$ cat config.mk
export PLATFORM = sky130hd
export DESIGN_NAME = fetch_sequencer
export DESIGN_NICKNAME = d
export VERILOG_FILES = /design/src/rtl/fetch_pkg.sv /design/src/rtl/fetch_skid_fifo.sv /design/src/rtl/fetch_sequencer.sv
export SDC_FILE = /design/constraint.sdc
export NUM_CORES = 1
export LEC_CHECK = 0
export ABC_AREA = 1
export ABC_CLOCK_PERIOD_IN_PS = 6200
export CORE_MARGIN = 3
export CORE_UTILIZATION = 25
export CTS_CLUSTER_SIZE = 30
export DETAILED_ROUTE_END_ITERATION = 8
export GPL_TIMING_DRIVEN = 0
export PLACE_DENSITY = 0.4
export SETUP_SLACK_MARGIN = 0.02
export SLEW_MARGIN = 20
export SYNTH_ARGS = -nofsm -noshare
export SYNTH_HDL_FRONTEND = slang
export SYNTH_HIERARCHICAL = 1
export SYNTH_SLANG_ARGS = --single-unit
export TNS_END_PERCENT = 20
$ cat constraint.sdc
create_clock -name clk -period 6.2 [get_ports clk]
set_clock_uncertainty 0.15 [all_clocks]
set_input_delay 0.62 -clock clk [delete_from_list [all_inputs] [get_ports clk]]
set_output_delay 0.62 -clock clk [all_outputs]
set_load 0.03 [all_outputs]
$ cat src/rtl/fetch_pkg.sv
// Shared types and constants for the instruction fetch sequencer.
// The entry struct is the unit carried from the memory response into decode.
package fetch_pkg;

  localparam int unsigned INSTRUCTIONS_MEM_SIZE = 4096;
  localparam int          FETCH_FIFO_DEPTH      = 2;
  localparam logic [31:0] FETCH_FAULT_INSTR     = 32'h0;

  typedef enum logic {
    RUN  = 1'b0,
    HALT = 1'b1
  } fetch_state_e;

  typedef struct packed {
    logic [31:0] pc;
    logic [31:0] instr;
    logic        fault;
  } fetch_entry_t;

  // An address faults when it is not word aligned or its word runs past the end of memory.
  function automatic logic fetch_addr_faults(input logic [31:0] addr, input logic [31:0] last_pc);
    return (addr[1:0] != 2'b00) || (addr > last_pc);
  endfunction

endpackage

$ cat src/rtl/fetch_skid_fifo.sv
// Two-entry in-order buffer of fetched entries with push, pop, flush and occupancy.
// Entry 0 is always the head; a pop shifts entry 1 down.
module fetch_skid_fifo
  import fetch_pkg::*;
(
  input  logic         clk,
  input  logic         rst,
  input  logic         push_i,
  input  fetch_entry_t push_entry_i,
  input  logic         pop_i,
  input  logic         flush_i,
  output fetch_entry_t head_o,
  output logic [1:0]   count_o
);

  fetch_entry_t slot_q [FETCH_FIFO_DEPTH];
  fetch_entry_t slot_d [FETCH_FIFO_DEPTH];
  logic [1:0]   count_q, count_d;
  logic [1:0]   wr_idx;
  logic         pop_ok;

  assign pop_ok = pop_i && (count_q != 2'd0);
  assign wr_idx = count_q - {1'b0, pop_ok};

  always_comb begin
    slot_d  = slot_q;
    count_d = count_q;
    if (flush_i) begin
      count_d = 2'd0;
    end else begin
      if (pop_ok) begin
        slot_d[0] = slot_q[1];
      end
      if (push_i && (wr_idx < 2'd2)) begin
        slot_d[wr_idx[0]] = push_entry_i;
      end
      count_d = count_q + {1'b0, push_i} - {1'b0, pop_ok};
    end
  end

  always_ff @(posedge clk) begin
    if (rst) begin
      for (int i = 0; i < FETCH_FIFO_DEPTH; i++) begin
        slot_q[i] <= '0;
      end
      count_q <= 2'd0;
    end else begin
      slot_q  <= slot_d;
      count_q <= count_d;
    end
  end

  // The issue rule upstream reserves space for every in-flight request.
  a_no_overflow: assert property (@(posedge clk) disable iff (rst)
    !(push_i && !flush_i && (wr_idx == 2'd2)));

  assign head_o  = (count_q != 2'd0) ? slot_q[0] : '0;
  assign count_o = count_q;

endmodule

$ cat src/rtl/fetch_sequencer.sv
// Drives the synchronous-read instruction memory and hands {pc, instr, fault} to decode.
// Handshake: a transfer happens at a rising edge where out_valid && out_ready; out_* hold while stalled.
module fetch_sequencer
  import fetch_pkg::*;
#(
  parameter logic [31:0] RESET_PC = 32'h0000_0000,
  parameter int unsigned MEM_SIZE = INSTRUCTIONS_MEM_SIZE
) (
  input  logic        clk,
  input  logic        rst,
  output logic [31:0] mem_addr,
  input  logic [31:0] mem_rdata,
  input  logic        redirect_valid,
  input  logic [31:0] redirect_pc,
  output logic        out_valid,
  input  logic        out_ready,
  output logic [31:0] out_pc,
  output logic [31:0] out_instr,
  output logic        out_fault,
  output logic        dbg_state
);

  localparam logic [31:0] LAST_PC = 32'(MEM_SIZE - 4);

  fetch_state_e state_q, state_d;
  logic [31:0]  fetch_pc_q, fetch_pc_d;
  logic         inflight_valid_q, inflight_valid_d;
  logic [31:0]  inflight_pc_q, inflight_pc_d;
  logic         inflight_fault_q, inflight_fault_d;

  logic [31:0]  issue_addr;
  logic         issue_fault;
  logic         issue;
  logic         pop;
  logic         push;
  logic [2:0]   occupancy;
  logic [1:0]   fifo_count;
  fetch_entry_t fifo_head;
  fetch_entry_t push_entry;

  assign issue_addr  = redirect_valid ? redirect_pc : fetch_pc_q;
  assign mem_addr    = rst ? RESET_PC : issue_addr;
  assign issue_fault = fetch_addr_faults(issue_addr, LAST_PC);

  assign out_valid = (fifo_count != 2'd0);
  assign pop       = out_valid && out_ready;

  // Counting this cycle's pop lets issue continue without a bubble when ready rises.
  assign occupancy = {1'b0, fifo_count} + {2'b0, inflight_valid_q} - {2'b0, pop};
  assign issue     = redirect_valid || ((state_q == RUN) && (occupancy < 3'd2));

  assign push       = inflight_valid_q && !redirect_valid;
  assign push_entry = '{pc:    inflight_pc_q,
                        instr: inflight_fault_q ? FETCH_FAULT_INSTR : mem_rdata,
                        fault: inflight_fault_q};

  always_comb begin
    state_d          = state_q;
    fetch_pc_d       = fetch_pc_q;
    inflight_valid_d = 1'b0;
    inflight_pc_d    = inflight_pc_q;
    inflight_fault_d = inflight_fault_q;
    if (issue) begin
      inflight_valid_d = 1'b1;
      inflight_pc_d    = issue_addr;
      inflight_fault_d = issue_fault;
      fetch_pc_d       = issue_addr + 32'd4;
      state_d          = issue_fault ? HALT : RUN;
    end
  end

  always_ff @(posedge clk) begin
    if (rst) begin
      state_q          <= RUN;
      fetch_pc_q       <= RESET_PC;
      inflight_valid_q <= 1'b0;
      inflight_pc_q    <= 32'h0;
      inflight_fault_q <= 1'b0;
    end else begin
      state_q          <= state_d;
      fetch_pc_q       <= fetch_pc_d;
      inflight_valid_q <= inflight_valid_d;
      inflight_pc_q    <= inflight_pc_d;
      inflight_fault_q <= inflight_fault_d;
    end
  end

  fetch_skid_fifo u_fifo (
    .clk          (clk),
    .rst          (rst),
    .push_i       (push),
    .push_entry_i (push_entry),
    .pop_i        (pop),
    .flush_i      (redirect_valid),
    .head_o       (fifo_head),
    .count_o      (fifo_count)
  );

  assign out_pc    = fifo_head.pc;
  assign out_instr = fifo_head.instr;
  assign out_fault = fifo_head.fault;
  assign dbg_state = state_q;

endmodule

==> tab_implementation.tex, run 1 <==
\begin{tabular}{lr}
\hline
Metric & Value \\
\hline
\multicolumn{2}{l}{\textbf{Placement}} \\
Detail Placement HPWL & 31800 um \\
\# port buffers & 166 \\
Area of placed instances & around 13000 sq um \\
Final weighted congestion of routability-driven global placement & $\sim$0.88 \\
\multicolumn{2}{l}{\textbf{Yosys}} \\
Dominant synthesized flop cell & sky130\_fd\_sc\_hd\_\_dfxtp\_1 \\
Count of flip-flops with a built-in enable after synthesis & 0 \\
Share of flip-flops with an asynchronous set or reset after synthesis & 0\% \\
Register bit count reported by yosys & between 150 and 200 \\
Mean area per synthesized cell & 5.92 sq um \\
Cell type with the largest total area after synthesis & sky130\_fd\_sc\_hd\_\_dfxtp\_1 \\
Cell types occupying the most area after synthesis & sky130\_fd\_sc\_hd\_\_dfxtp\_1, sky130\_fd\_sc\_hd\_\_nand2\_1, sky130\_fd\_sc\_hd\_\_nor2\_1 \\
Area fraction of the dominant cell type after synthesis & between 30\% and 40\% \\
Syn. warnings & 6 \\
Net count after synthesis & between 1.5k and 2k \\
Cell area after synthesis & approximately 11000 sq um \\
Synth unique cells & 35 \\
Proportion of synthesized chip area in sequential cells & 35.4\% \\
Cells after synthesis & around 1.9k \\
\multicolumn{2}{l}{\textbf{STA}} \\
Measured slew at the worst slew-check pin & 0.990 ns \\
Worst slew slack as a fraction of its limit & 33.3\% \\
Number of hold violations in the final report & 0 \\
Final-report max-slew violation count & 0 \\
Time the worst path needs with I/O delays and setup & around 4.1 ns \\
Fraction of the cycle the final worst path needs & 66.2\% \\
Setup violations, final & 0 \\
Setup repair after global routing missed its margin & false \\
Peak clock frequency supported by timing & 244 MHz \\
Final-layout setup total negative slack & 0 ns \\
\multicolumn{2}{l}{\textbf{Finish}} \\
Layout cell share with drive strength beyond 1 & between 6 and 7\% \\
Area of all placed cells without fillers & 14100 sq um \\
Most used cells in the layout excluding fill and tap cells & sky130\_fd\_sc\_hd\_\_nand2\_1, sky130\_fd\_sc\_hd\_\_nor2\_1, sky130\_fd\_sc\_hd\_\_inv\_1 \\
Net count of the finished layout & 2132 \\
Number of diodes & 0 \\
Most common cell after layout, fill and taps aside & sky130\_fd\_sc\_hd\_\_nand2\_1 \\
Synth-to-Final Area Change & 26.9\% \\
\multicolumn{2}{l}{\textbf{Global routing}} \\
Largest net degree at the start of global routing & 20 \\
Total global routing track utilization & 17.7\% \\
Initial antenna violation count & 0 \\
Global-route wire length before repair & between 60000 and 70000 um \\
Vias in the first global route & approximately 11k \\
Overall overflow remaining after global route & 0 \\
\multicolumn{2}{l}{\textbf{CTS}} \\
Post-cts repair resize count & 0 \\
Sink Count & just under 200 \\
Clock buffers created by TritonCTS & 17 \\
Deepest clock path buffer count & 2 \\
Clock Latency Late Sink & 0.46 ns \\
Reg clk slew, reported paths & approximately 0.08 ns \\
Post-CTS Hold Fix Bufs & 0 \\
TritonCTS clock tree & built \\
Post-CTS setup repair buffer count & 0 \\
CTS H-tree lvls & 4 \\
Clk root buf & sky130\_fd\_sc\_hd\_\_clkbuf\_16 \\
\multicolumn{2}{l}{\textbf{Power and ir drop}} \\
Power per Cell Area & about 220 nW/um\^{}2 \\
Largest vdd supply drop & between 0.15 and 0.2 mV \\
Leakage dissipation & 6.15 nW \\
\multicolumn{2}{l}{\textbf{Route}} \\
Detailed route wirelength on metal3 & 1690 um \\
Total number of vias & around 12k \\
Per-cell via count in the routed design & about 4.4 \\
Post-DR wirelength/cell & between 15 and 20 um \\
Number of iterations in the first detailed-routing pass & 5 \\
Total met2 wirelength after detailed routing & 19700 um \\
Met1 layer wirelength in the final routing & around 20000 um \\
Number of nets still failing antenna checks after routing & 0 \\
DRT iter0 DRCs & about 700 \\
Total Wirelength & between 40000 and 50000 um \\
DR DRC count & 0 \\
Top Metal Used & met4 \\
\multicolumn{2}{l}{\textbf{Die}} \\
Initial core utilization & roughly 26\% \\
Number of top-level pins & around 170 \\
DIE WIDTH & between 200 and 250 um \\
Die H & about 220 um \\
Number of placement rows & 76 \\
Area inside the core boundary & roughly 43000 sq um \\
Die Footprint & around 47000 sq um \\
\multicolumn{2}{l}{\textbf{Worst setup path}} \\
Setup Crit Path Kind & input pin to output pin \\
Crit Path Max Fanout & 10 \\
FF-to-FF path depth & 12 \\
Endpoint required time on the critical path & between 5 and 6 ns \\
Endpoint class of the critical path & output pin \\
Type of origin of the critical path & input pin \\
Endpoint arrival time on the critical path & 3.33 ns \\
\multicolumn{2}{l}{\textbf{Worst hold path}} \\
Min-delay worst type & flip-flop to flip-flop \\
Number of cells on the worst hold path & 2 \\
\multicolumn{2}{l}{\textbf{Status}} \\
Outcome & complete, no violations \\
\multicolumn{2}{l}{\textbf{Flow run}} \\
Max capacitance violation total & 0 \\
\hline
\end{tabular}
[metrics by stage]
| stage | hold WS [ns] | power (mW) | utilization [%] | cells | worst slack [ns] |
|---|---|---|---|---|---|
| 3_5_place_dp | 0.310 | 1.97 | 31.0 | 2626 | 1.90 |
| 5_1_grt | 0.333 | 3.25 | 32.4 | 2658 | 2.01 |
| 2_1_floorplan | 0.294 | 1.73 | - | 1875 | 3.21 |
| 3_3_place_gp | 0.306 | 1.96 | 31.0 | 2626 | 1.89 |
| 4_1_cts | 0.323 | 3.14 | 32.4 | 2658 | 2.04 |
| 6_report | 0.321 | 3.08 | 32.4 | 2658 | 2.10 |
[cell families (layout without fill, tap and decap cells)]
kind of cell    Yosys count  after routing  share of synthesized area [%]
simple gates           1206           1206                           45.1
buf+inv                 365            563                           13.7
flops                   196            196                           35.4
compound gates           97             97                           4.83
xor+xnor                  7              7                          0.553
fa+ha+maj                 4              4                          0.519
[where the power goes]
part / internal (mW) / total, mW / switching [mW]
logic: 0.193 / 0.567 / 0.375
registers: 1.32 / 1.36 / 0.0396
clock network: 0.576 / 1.15 / 0.578
[final cells by class]
| cell class | count | area [sq um] |
|---|---|---|
| well taps | 585 | 732 |
| inverters | 254 | 953 |
| repair buffers | 166 | 1660 |
| clock inverters | 14 | 164 |
| plain buffers | 111 | 563 |
| multi-input cells | 1314 | 5650 |
| fillers | 4938 | 29400 |
| flip-flops and latches | 196 | 3920 |
| clock buffers | 18 | 429 |
[final timing paths]
path                                         from           endpoint  slack, ns
worst max-delay path               redirect_valid       mem_addr[29]       2.10
worst min-delay path            u_fifo/slot_q[91]  u_fifo/slot_q[91]       0.32
worst max register to register  u_fifo/count_o[1]          dbg_state       2.50
worst min register to register  u_fifo/slot_q[91]  u_fifo/slot_q[91]       0.32
[critical path, cell delays in order]
cell                              delay (ns)
sky130_fd_sc_hd__clkdlybuf4s50_1        0.66
sky130_fd_sc_hd__buf_6                  0.28
sky130_fd_sc_hd__buf_2                  0.24
sky130_fd_sc_hd__o21ai_0                0.81
sky130_fd_sc_hd__nor2_1                 0.08
sky130_fd_sc_hd__clkdlybuf4s50_1        0.63
[Yosys cell counts (9+ instances only)]
| master | n |
|---|---|
| sky130_fd_sc_hd__inv_1 | 247 |
| sky130_fd_sc_hd__a21oi_1 | 30 |
| sky130_fd_sc_hd__nand3_1 | 241 |
| sky130_fd_sc_hd__clkbuf_1 | 47 |
| sky130_fd_sc_hd__nor2_1 | 333 |
| sky130_fd_sc_hd__buf_2 | 41 |
| sky130_fd_sc_hd__nand2_2 | 18 |
| sky130_fd_sc_hd__buf_4 | 11 |
| sky130_fd_sc_hd__nor3_1 | 9 |
| sky130_fd_sc_hd__nor2_2 | 9 |
| sky130_fd_sc_hd__o21ai_0 | 44 |
| sky130_fd_sc_hd__dfxtp_1 | 196 |
| sky130_fd_sc_hd__nand2_1 | 578 |
[metal layers]
layer  up-vias  GRT usage [%]
met5         -              0
met4         0           4.40
met3        33           2.45
met2       247           30.7
met1      5328           23.2
li1       6073              -
No activity file was read; power rests on OpenSTA's default activity.
==> run 2, diff against run 1 <==
ABC_CLOCK_PERIOD_IN_PS = 4000   (was 6200)
clock period = 4 ns   (was 6.2 ns; I/O delays follow)
==> run 2 against run 1 <==
Against the previous run: first-iteration DRC count increased by 0.29%; largest cell class unchanged; critical path type unchanged; largest power group unchanged; final cell count unchanged; critical endpoint unchanged; via count is essentially flat.
==> tab_implementation.tex, run 2 (synthesis gave the netlist of run 1 again) <==
\begin{tabular}{lr}
\hline
Metric & Value \\
\hline
\multicolumn{2}{l}{\textbf{CTS}} \\
Sink Count & 196 \\
Post-CTS Hold Fix Bufs & 0 \\
Clock Latency Late Sink & between 0.4 and 0.5 ns \\
Reg clk slew, reported paths & 0.08 ns \\
Clk root buf & sky130\_fd\_sc\_hd\_\_clkbuf\_16 \\
Deepest clock path buffer count & 2 \\
Clock buffers created by TritonCTS & 17 \\
TritonCTS clock tree & built \\
CTS H-tree lvls & 4 \\
\multicolumn{2}{l}{\textbf{Finish}} \\
Net count of the finished layout & approximately 2.1k \\
Synth-to-Final Area Change & 26.9\% \\
Share of the core filled with cells & 32.4\% \\
Most common cell after layout, fill and taps aside & sky130\_fd\_sc\_hd\_\_nand2\_1 \\
Most used cells in the layout excluding fill and tap cells & sky130\_fd\_sc\_hd\_\_nand2\_1, sky130\_fd\_sc\_hd\_\_nor2\_1, sky130\_fd\_sc\_hd\_\_inv\_1 \\
Fillcell total & roughly 4.9k \\
Layout cell share with drive strength beyond 1 & roughly 6.7\% \\
Area of all placed cells without fillers & about 14000 sq um \\
Number of diodes & 0 \\
\multicolumn{2}{l}{\textbf{Placement}} \\
Area of placed instances & about 13000 sq um \\
\# port buffers & approximately 170 \\
Setup Slack @ Placement & -0.0843 ns \\
Final weighted congestion of routability-driven global placement & 0.878 \\
Detail Placement HPWL & roughly 32000 um \\
\multicolumn{2}{l}{\textbf{Global routing}} \\
Initial antenna violation count & 0 \\
Overall overflow remaining after global route & 0 \\
Vias in the first global route & 11.3k \\
Global-route wire length before repair & between 60000 and 70000 um \\
Total global routing track utilization & between 10\% and 20\% \\
Largest net degree at the start of global routing & 20 \\
\multicolumn{2}{l}{\textbf{STA}} \\
Number of hold violations in the final report & 0 \\
Worst slew slack as a fraction of its limit & between 20 and 30\% \\
Setup repair after global routing missed its margin & false \\
Fraction of the cycle the final worst path needs & between 90\% and 100\% \\
Final-report max-slew violation count & 0 \\
Final-layout setup total negative slack & 0 ns \\
Time the worst path needs with I/O delays and setup & $\sim$3.7 ns \\
Peak clock frequency supported by timing & 269 MHz \\
Min setup slack post-route & 0.282 ns \\
Setup violations, final & 0 \\
Measured slew at the worst slew-check pin & 1.07 ns \\
\multicolumn{2}{l}{\textbf{Die}} \\
Number of top-level pins & roughly 170 \\
Number of placement rows & 76 \\
Die Footprint & roughly 47000 sq um \\
Initial core utilization & 25.5\% \\
Die H & roughly 220 um \\
Area inside the core boundary & roughly 43000 sq um \\
DIE WIDTH & about 220 um \\
\multicolumn{2}{l}{\textbf{Worst setup path}} \\
Endpoint required time on the critical path & around 3.5 ns \\
Launching point of the worst reg2reg path & u\_fifo/count\_o[1] \\
Setup Crit Path Kind & input pin to output pin \\
Endpoint class of the critical path & output pin \\
Crit Path Max Fanout & 10 \\
Critical path origin & redirect\_valid \\
Endpoint arrival time on the critical path & approximately 3.2 ns \\
Type of origin of the critical path & input pin \\
\multicolumn{2}{l}{\textbf{Flow run}} \\
Max capacitance violation total & 0 \\
\multicolumn{2}{l}{\textbf{Route}} \\
Number of nets still failing antenna checks after routing & 0 \\
Post-DR wirelength/cell & about 16 um \\
Total Wirelength & 41800 um \\
DR DRC count & 0 \\
Total number of vias & 11.7k \\
Per-cell via count in the routed design & between 4 and 5 \\
DRT iter0 DRCs & 700 \\
Number of iterations in the first detailed-routing pass & 5 \\
\multicolumn{2}{l}{\textbf{Power and ir drop}} \\
Largest vdd supply drop & approximately 0.24 mV \\
Leakage dissipation & between 6 and 7 nW \\
Power per Cell Area & 340 nW/um\^{}2 \\
Design Power & roughly 4.8 mW \\
\multicolumn{2}{l}{\textbf{Worst hold path}} \\
Origin of the worst min-delay path & u\_fifo/slot\_q[91] \\
Min-delay worst type & flip-flop to flip-flop \\
\multicolumn{2}{l}{\textbf{Status}} \\
Outcome & complete, no violations \\
\hline
\end{tabular}
## run 2: what timing repair did
item / CTS / global route
resized for setup: 0 / 4
hold endpoints to repair: 0 / 0
setup buffers: 0 / 0
setup endpoints to repair: 0 / 4
## run 2: worst max-delay path, stage by stage
cell	delay (ns)
sky130_fd_sc_hd__clkdlybuf4s50_1	0.66
sky130_fd_sc_hd__buf_6	0.28
sky130_fd_sc_hd__buf_2	0.24
sky130_fd_sc_hd__o21ai_0	0.87
sky130_fd_sc_hd__nor2_1	0.08
sky130_fd_sc_hd__clkdlybuf4s50_1	0.63
## run 2: layout make-up
class | instances | area, sq um | share of cell area [%]
Buffer | 111 | 566 | 4.02
Clock buffer | 18 | 429 | 3.05
Clock inverter | 14 | 164 | 1.16
Inverter | 254 | 953 | 6.77
Multi-Input combinational cell | 1314 | 5650 | 40.1
Sequential cell | 196 | 3920 | 27.9
Tap cell | 585 | 732 | 5.20
Timing Repair Buffer | 166 | 1660 | 11.8
## run 2: through the flow
step | hold slack [ns] | cells
global placement | 0.306 | 2626
global route | 0.333 | 2658
detailed placement | 0.310 | 2626
floorplan | 0.294 | 1875
finish | 0.321 | 2658
CTS | 0.323 | 2658
## run 2: path summary, 6_finish.rpt
| path | depth (start not counted) | end | slack [ns] |
|---|---|---|---|
| hold / removal | 2 | u_fifo/slot_q[91] | 0.32 |
| setup reg to reg | 12 | fetch_pc_q[10] | 0.34 |
| hold reg to reg | 2 | u_fifo/slot_q[91] | 0.32 |
| setup / recovery | 6 | mem_addr[29] | 0.28 |
## run 2: where the power goes
part | internal (mW) | total (mW) | switching [mW]
combinational | 0.299 | 0.880 | 0.581
sequential | 2.05 | 2.11 | 0.0613
clock | 0.893 | 1.79 | 0.898
total | 3.24 | 4.78 | 1.54
## run 2: layer usage
metal	vias up	part of all wire (%)	track usage [%]
li1	6071	-	-
met1	5334	47	23.2
met2	239	47	30.7
met3	33	3.9	2.45
met4	0	1.7	4.40
met5	-	0	0
